## config.mk

```make
export PLATFORM = sky130hd
export DESIGN_NAME = vga_timing
export DESIGN_NICKNAME = d
export VERILOG_FILES = /design/src/rtl/vga_timing.sv
export SDC_FILE = /design/constraint.sdc
export NUM_CORES = 1
export LEC_CHECK = 0
export BUFFER_PORTS_ARGS = -buffer_cell sky130_fd_sc_hd__buf_2
export CORE_AREA = 3 3 55 57
export DETAILED_ROUTE_END_ITERATION = 8
export DIE_AREA = 0 0 58 60
export GPL_TIMING_DRIVEN = 0
export PLACE_DENSITY = 0.81
export SLEW_MARGIN = 25
export SYNTH_ARGS = -nofsm -noshare
export SYNTH_HDL_FRONTEND = slang
export SYNTH_SLANG_ARGS = --single-unit
```

## constraint.sdc

```tcl
create_clock -name clk -period 3.4 [get_ports clk]
set_clock_uncertainty 0.05 [all_clocks]
set_input_delay 0.34 -clock clk [delete_from_list [all_inputs] [get_ports clk]]
set_output_delay 0.34 -clock clk [all_outputs]
set_load 0.02 [all_outputs]
```

## src/rtl/vga_timing.sv

```systemverilog
// VGA timing generator: pixel-rate tick from the system clock, horizontal and
// vertical counters, active-low syncs and blanked colour, all registered on the
// pixel tick so sync and colour leave the block aligned with each other.
module vga_timing #(
  parameter int CLK_DIV  = 4,
  parameter int H_ACTIVE = 640,
  parameter int H_FP     = 16,
  parameter int H_SYNC   = 96,
  parameter int H_BP     = 48,
  parameter int V_ACTIVE = 480,
  parameter int V_FP     = 10,
  parameter int V_SYNC   = 2,
  parameter int V_BP     = 33
) (
  input  logic       clk,
  input  logic       rst_n,
  input  logic       pix_r,
  input  logic       pix_g,
  input  logic       pix_b,
  output logic [9:0] hcount,
  output logic [9:0] vcount,
  output logic       pix_en,
  output logic       active,
  output logic       frame_start,
  output logic       Hsync,
  output logic       Vsync,
  output logic [2:0] vgaRed,
  output logic [2:0] vgaGreen,
  output logic [1:0] vgaBlue
);

  // H_TOTAL and V_TOTAL must stay <= 1024; every count compare is 10 bits wide.
  localparam int H_TOTAL = H_ACTIVE + H_FP + H_SYNC + H_BP;
  localparam int V_TOTAL = V_ACTIVE + V_FP + V_SYNC + V_BP;
  localparam int DIV_W   = (CLK_DIV > 1) ? $clog2(CLK_DIV) : 1;

  localparam logic [DIV_W-1:0] DIV_LAST = DIV_W'(CLK_DIV - 1);
  localparam logic [9:0] H_LAST   = 10'(H_TOTAL - 1);
  localparam logic [9:0] V_LAST   = 10'(V_TOTAL - 1);
  localparam logic [9:0] H_ACT    = 10'(H_ACTIVE);
  localparam logic [9:0] V_ACT    = 10'(V_ACTIVE);
  localparam logic [9:0] HS_FIRST = 10'(H_ACTIVE + H_FP);
  localparam logic [9:0] HS_LAST  = 10'(H_ACTIVE + H_FP + H_SYNC - 1);
  localparam logic [9:0] VS_FIRST = 10'(V_ACTIVE + V_FP);
  localparam logic [9:0] VS_LAST  = 10'(V_ACTIVE + V_FP + V_SYNC - 1);

  // Everything that goes to the connector, updated together on the tick.
  typedef struct packed {
    logic       hs_n;
    logic       vs_n;
    logic [2:0] red;
    logic [2:0] green;
    logic [1:0] blue;
  } vga_out_t;

  localparam vga_out_t OUT_IDLE = '{hs_n: 1'b1, vs_n: 1'b1, red: 3'd0,
                                    green: 3'd0, blue: 2'd0};

  logic [DIV_W-1:0] div_cnt;
  logic [9:0]       h_q;
  logic [9:0]       v_q;
  logic             tick;
  logic             h_wrap;
  logic             v_wrap;
  logic             in_hsync;
  logic             in_vsync;
  vga_out_t         out_d;
  vga_out_t         out_q;

  // Tick decode; gated by reset so a CLK_DIV of 1 still shows no tick in reset.
  assign tick   = (div_cnt == DIV_LAST);
  assign pix_en = rst_n & tick;

  assign h_wrap = (h_q == H_LAST);
  assign v_wrap = (v_q == V_LAST);

  // Counts are visible for the whole pixel period straight from the registers.
  assign hcount      = h_q;
  assign vcount      = v_q;
  assign active      = (h_q < H_ACT) && (v_q < V_ACT);
  assign frame_start = pix_en & h_wrap & v_wrap;

  assign in_hsync = (h_q >= HS_FIRST) && (h_q <= HS_LAST);
  assign in_vsync = (v_q >= VS_FIRST) && (v_q <= VS_LAST);

  // System-clock divider: 0..CLK_DIV-1, tick on the last count.
  always_ff @(posedge clk or negedge rst_n) begin
    if (!rst_n)    div_cnt <= '0;
    else if (tick) div_cnt <= '0;
    else           div_cnt <= div_cnt + 1'b1;
  end

  // Column counter: advances once per tick, wraps at the end of the line.
  always_ff @(posedge clk or negedge rst_n) begin
    if (!rst_n)      h_q <= '0;
    else if (pix_en) h_q <= h_wrap ? 10'd0 : h_q + 10'd1;
  end

  // Line counter: advances only on the tick that wraps the column counter.
  always_ff @(posedge clk or negedge rst_n) begin
    if (!rst_n)                v_q <= '0;
    else if (pix_en && h_wrap) v_q <= v_wrap ? 10'd0 : v_q + 10'd1;
  end

  // Next connector values for the pixel currently addressed by h_q/v_q.
  always_comb begin
    out_d       = OUT_IDLE;
    out_d.hs_n  = ~in_hsync;
    out_d.vs_n  = ~in_vsync;
    if (active) begin
      out_d.red   = {3{pix_r}};
      out_d.green = {3{pix_g}};
      out_d.blue  = {2{pix_b}};
    end
  end

  // Connector register: one pixel period behind the counts, held between ticks.
  always_ff @(posedge clk or negedge rst_n) begin
    if (!rst_n)      out_q <= OUT_IDLE;
    else if (pix_en) out_q <= out_d;
  end

  assign Hsync    = out_q.hs_n;
  assign Vsync    = out_q.vs_n;
  assign vgaRed   = out_q.red;
  assign vgaGreen = out_q.green;
  assign vgaBlue  = out_q.blue;

endmodule

```

== Word-level counts from Yosys, hierarchy flattened ==
Cells that the tools add are included.

* Add/sub/neg operators: 3
* $lt $le $gt $ge: 6
* Reductions and logical operators: 4
* Multiplexer cells: 4
* Equality and inequality tests: 3
* Bitwise logic cells: 5

{| class="wikitable"
|+ Operators with widths
! cell !! number
|-
| adder 10 x 1 -> 10 bit, second input constant || 2
|-
| == test 10 bit, second input constant || 2
|-
| 2-to-1 mux 10 bit || 2
|-
| >= comparator 10 bit, second input constant || 1
|-
| >= comparator 10 x 9 -> 1 bit, second input constant || 1
|-
| less-or-equal comparator 10 bit, second input constant || 1
|-
| less-or-equal comparator 10 x 9 -> 1 bit, second input constant || 1
|-
| < comparator 10 bit, second input constant || 1
|-
| < comparator 10 x 9 -> 1 bit, second input constant || 1
|-
| 2-to-1 mux 8 bit || 1
|-
| logical AND 1 bit || 4
|-
| bitwise AND 1 bit || 3
|-
| adder 2 x 1 -> 2 bit, second input constant || 1
|-
| == test 2 bit, second input constant || 1
|-
| 2-to-1 mux 2 bit || 1
|-
| NOT 1 bit || 2
|}

* Output and inout bits: 33
* Bits in registers: 32
* Input bits: 5
* Word-level logic and storage cells: 33

== Longest topological paths before layout ==
* Word-level depth: 4
* Gate-level depth with buffers: 6
* Gate-level depth less buffers: 6

== Worst setup path before layout ==
OpenSTA, ideal clock, no wires.

* Path type: flip-flop to output port
* From: reg h_q[7] (netlist: hcount[7])
* To: out frame_start
* Path buffers: 1
* Cell stages (with the launch flop): 5
* Data required time: 3.010 ns
* Data arrival time: 1.999 ns
* Path slack: 1.011 ns
* Cells stage by stage: dfrtp_1 or4b_4 or4_4 buf_6 nor2_1

* Longest elaborated chain between the ends: 3

{| class="wikitable"
|+ Ends and longest elaborated chain
! element !! line !! RTL
|-
| start: declaration || 60 || <nowiki>logic [9:0] h_q;</nowiki>
|-
| start signal: assignment || 96 || <nowiki>else if (pix_en) h_q <= h_wrap ? 10'd0 : h_q + 10'd1;</nowiki>
|-
| == test 10 bit || 74 || <nowiki>assign h_wrap = (h_q == H_LAST);</nowiki>
|-
| bitwise AND 1 bit (2 in series) || 81 || <nowiki>assign frame_start = pix_en & h_wrap & v_wrap;</nowiki>
|-
| end: declaration || 24 || <nowiki>output logic frame_start,</nowiki>
|}

Every way passes these cells.

== Final worst setup path ==
* From: in rst_n
* To: out frame_start

* Longest elaborated chain between the ends: 3

{| class="wikitable"
|+ Ends and longest elaborated chain
! element !! line !! RTL
|-
| start: declaration || 16 || <nowiki>input logic rst_n,</nowiki>
|-
| bitwise AND 1 bit || 72 || <nowiki>assign pix_en = rst_n & tick;</nowiki>
|-
| bitwise AND 1 bit (2 in series) || 81 ||
|}

Every way passes these cells.

==> results.toml <==
[synthesis]
yosysTopAreaCell = "dfrtp_1"
synth_area_sq_um = 1390
synth_area_leaders = "dfrtp_1 (45%), xor2_1 (5.0%), nand2_1 (4.9%), ha_1 (4.5%), dfstp_2 (3.8%)"
synth-seq-cells = 27
synth_enable_flop_cells = 0
synthTopCellsByCount = "dfrtp_1 (25), nand2_1 (18)"
synth_fp_nets = 146
syn-mean-instance-area_sq_um = 10.2
post-synth-top-count-cell = "dfrtp_1"
yosysWarnings = 0
syn_inst = 136
async_flop_share = 1.00
ys_types = 34
yosysSeqAreaShare = 0.487
synth_top_area_frac = 0.449
synth-main-ff-cell = "dfrtp_1"

[sta]
finalHoldViolCount = 0
finalSetupViolCount = 0
tightest_slew_ns = 0.622
setup_tns_ns = 0
finalWorstSetupSlack_ns = 0.414
grt_setup_unrepaired = "no"
post-route-min-period_ns = 2.99
fmax_mhz = 335
fin_crit_sh = 0.878
slew_violations = 0
relSlewSlack = 0.586

[clock_tree]
htree_levels = 1
clock_sinks = 27
clock_latency_ns = 0.32
cts_resized = 0
cts_setup_buffers = 0
cts_root_buffer = "clkbuf_4"
cts_buffers = 3
cts_tree = "built"
clk_pin_slew_worst_paths_ns = 0.13
cts_hold_buffers = 1
clk_path_buf_depth = 2

[worst_setup_path]
crit_fanout = 29
worstPathArrival_ns = 2.60
worst_setup_path_end_kind = "output pin"
start_kind = "primary input"
required_ns = 3.01
crit_type = "in2out"

[grt]
grt_max_degree = 30
grt_overflow = 0
grt_pass1_wl_um = 4950
grt_use_total = 0.188
grt_pass1_vias = 1090
antenna_found_initial = 0

[placed_design]
dp_hpwl_um = 2170
buffer_ports.inserted = 37
place_ws_ns = 0.910
dp.cells = 203
gp_congestion = 0.827

[route]
wl_met3_um = 150
top_layer = "met4"
route.detailed.drc = 0
finalWirelength_um = 2880
drt_iter0_drc = 38
wl_met2_um = 1420
first_pass_iters = 4
final_antenna_net_count = 0
viasPerCell = 5.48
wl_per_cell_um = 13.8
num_vias = 1139
wl_met1_um = 1250

[die]
die_height_um = 60
coreArea_sq_um = 2520
io_pins = 38
rows = 18
start_util = 0.552
die_x_um = 58
fp.dieArea_sq_um = 3480

[finish]
num_antenna_cells = 0
area_growth_pct = 18.6
layout-drive-gt1-share = 0.303
layout.cells.non_filler = 208
nNetsFinal = 189

[outcome]
status = "completed"

[min_path]
hold_class = "in2reg"

[power_and_ir_drop]
vdd_drop_max_uv = 400
power_density_nw_per_um2 = 363
p_leak_uw = 0.000876

[job]
maxCapViolCount = 0
-- layer usage --
layer	GRT usage	vias to the layer above
met5	0	-
met3	0.0238	5
met1	0.234	551
li1	-	553
met2	0.321	30
met4	0.0960	0
-- registers in the layout, summed over array words and instances, names as in the netlist --
| signal | cells |
|---|---|
| Hsync | 1 |
| Vsync | 1 |
| div_cnt | 2 |
| hcount | 10 |
| vcount | 10 |
| vgaBlue | 1 |
| vgaGreen | 1 |
| vgaRed | 1 |
-- power breakdown --
| part | leakage (uW) | internal [uW] | switching [uW] |
|---|---|---|---|
| clock | 0.0000150 | 46.0 | 90.3 |
| sequential | 0.000349 | 343 | 26.5 |
| combinational | 0.000512 | 35.2 | 58.5 |
-- worst max-delay path: stages --
cell and delay (ns):
dlygate4sd3_1 0.51, buf_2 0.51, nand2_1 0.21, or4_4 0.58
buf_6 0.16, nor2_1 0.10, buf_2 0.18
-- layout make-up --
type                            count  area [sq um]
Fill cell                         207           871
Tap cell                           30          37.5
Clock buffer                        4          26.3
Inverter                            8          30.0
Buffer                              7          52.6
Timing Repair Buffer               38           195
Sequential cell                    27           678
Multi-Input combinational cell     94           632
-- final timing paths --
check | start | to | slack, ns | cells after the start
hold / removal | pix_g | vgaGreen[1]$_DFFE_PN0N_ | 0.19 | 2
min in group asynchronous | rst_n | hcount[9]$_DFFE_PN0N_ | 0.49 | 2
setup / recovery | rst_n | frame_start | 0.41 | 7
setup reg to reg | hcount[7]$_DFFE_PN0N_ | vcount[8]$_DFFE_PN0P_ | 1.20 | 5
hold reg to reg | div_cnt[0]$_DFF_PN0_ | div_cnt[0]$_DFF_PN0_ | 0.40 | 1
max in group asynchronous | rst_n | hcount[2]$_DFFE_PN0N_ | 2.41 | 2
-- layout by cell type, fill, tap and decap left out, drive strengths merged, types with 5 or more instances in the layout --
cell    netlist  routed
buf           6      43
clkbuf        1       5
dfrtp        25      25
ha            5       5
inv           8       8
nand2        18      18
nand3         7       7
nor2          8       8
o21ai         8       8
xor2          8       8
-- kinds of logic after synthesis --
logic type | after synthesis | share of synthesized area
xor gates and xnor gates | 10 | 0.0629
AOI/OAI and AO/OA | 19 | 0.0881
buffers and inverters | 15 | 0.0593
adders and majority gates | 5 | 0.0449
and+or+nand+nor | 57 | 0.236
muxes | 3 | 0.0216
DFF | 27 | 0.487
-- per-stage QoR --
stage	hold slack (ns)	total power, uW	area [sq um]	utilization
6_report	0.186	600	1650	0.655
3_5_place_dp	0.337	471	1620	0.640
4_1_cts	0.178	607	1650	0.655
2_1_floorplan	-0.00559	431	1390	-
3_3_place_gp	0.328	468	1620	0.640
5_1_grt	0.179	631	1650	0.655
(Power assumes the default switching activity.)
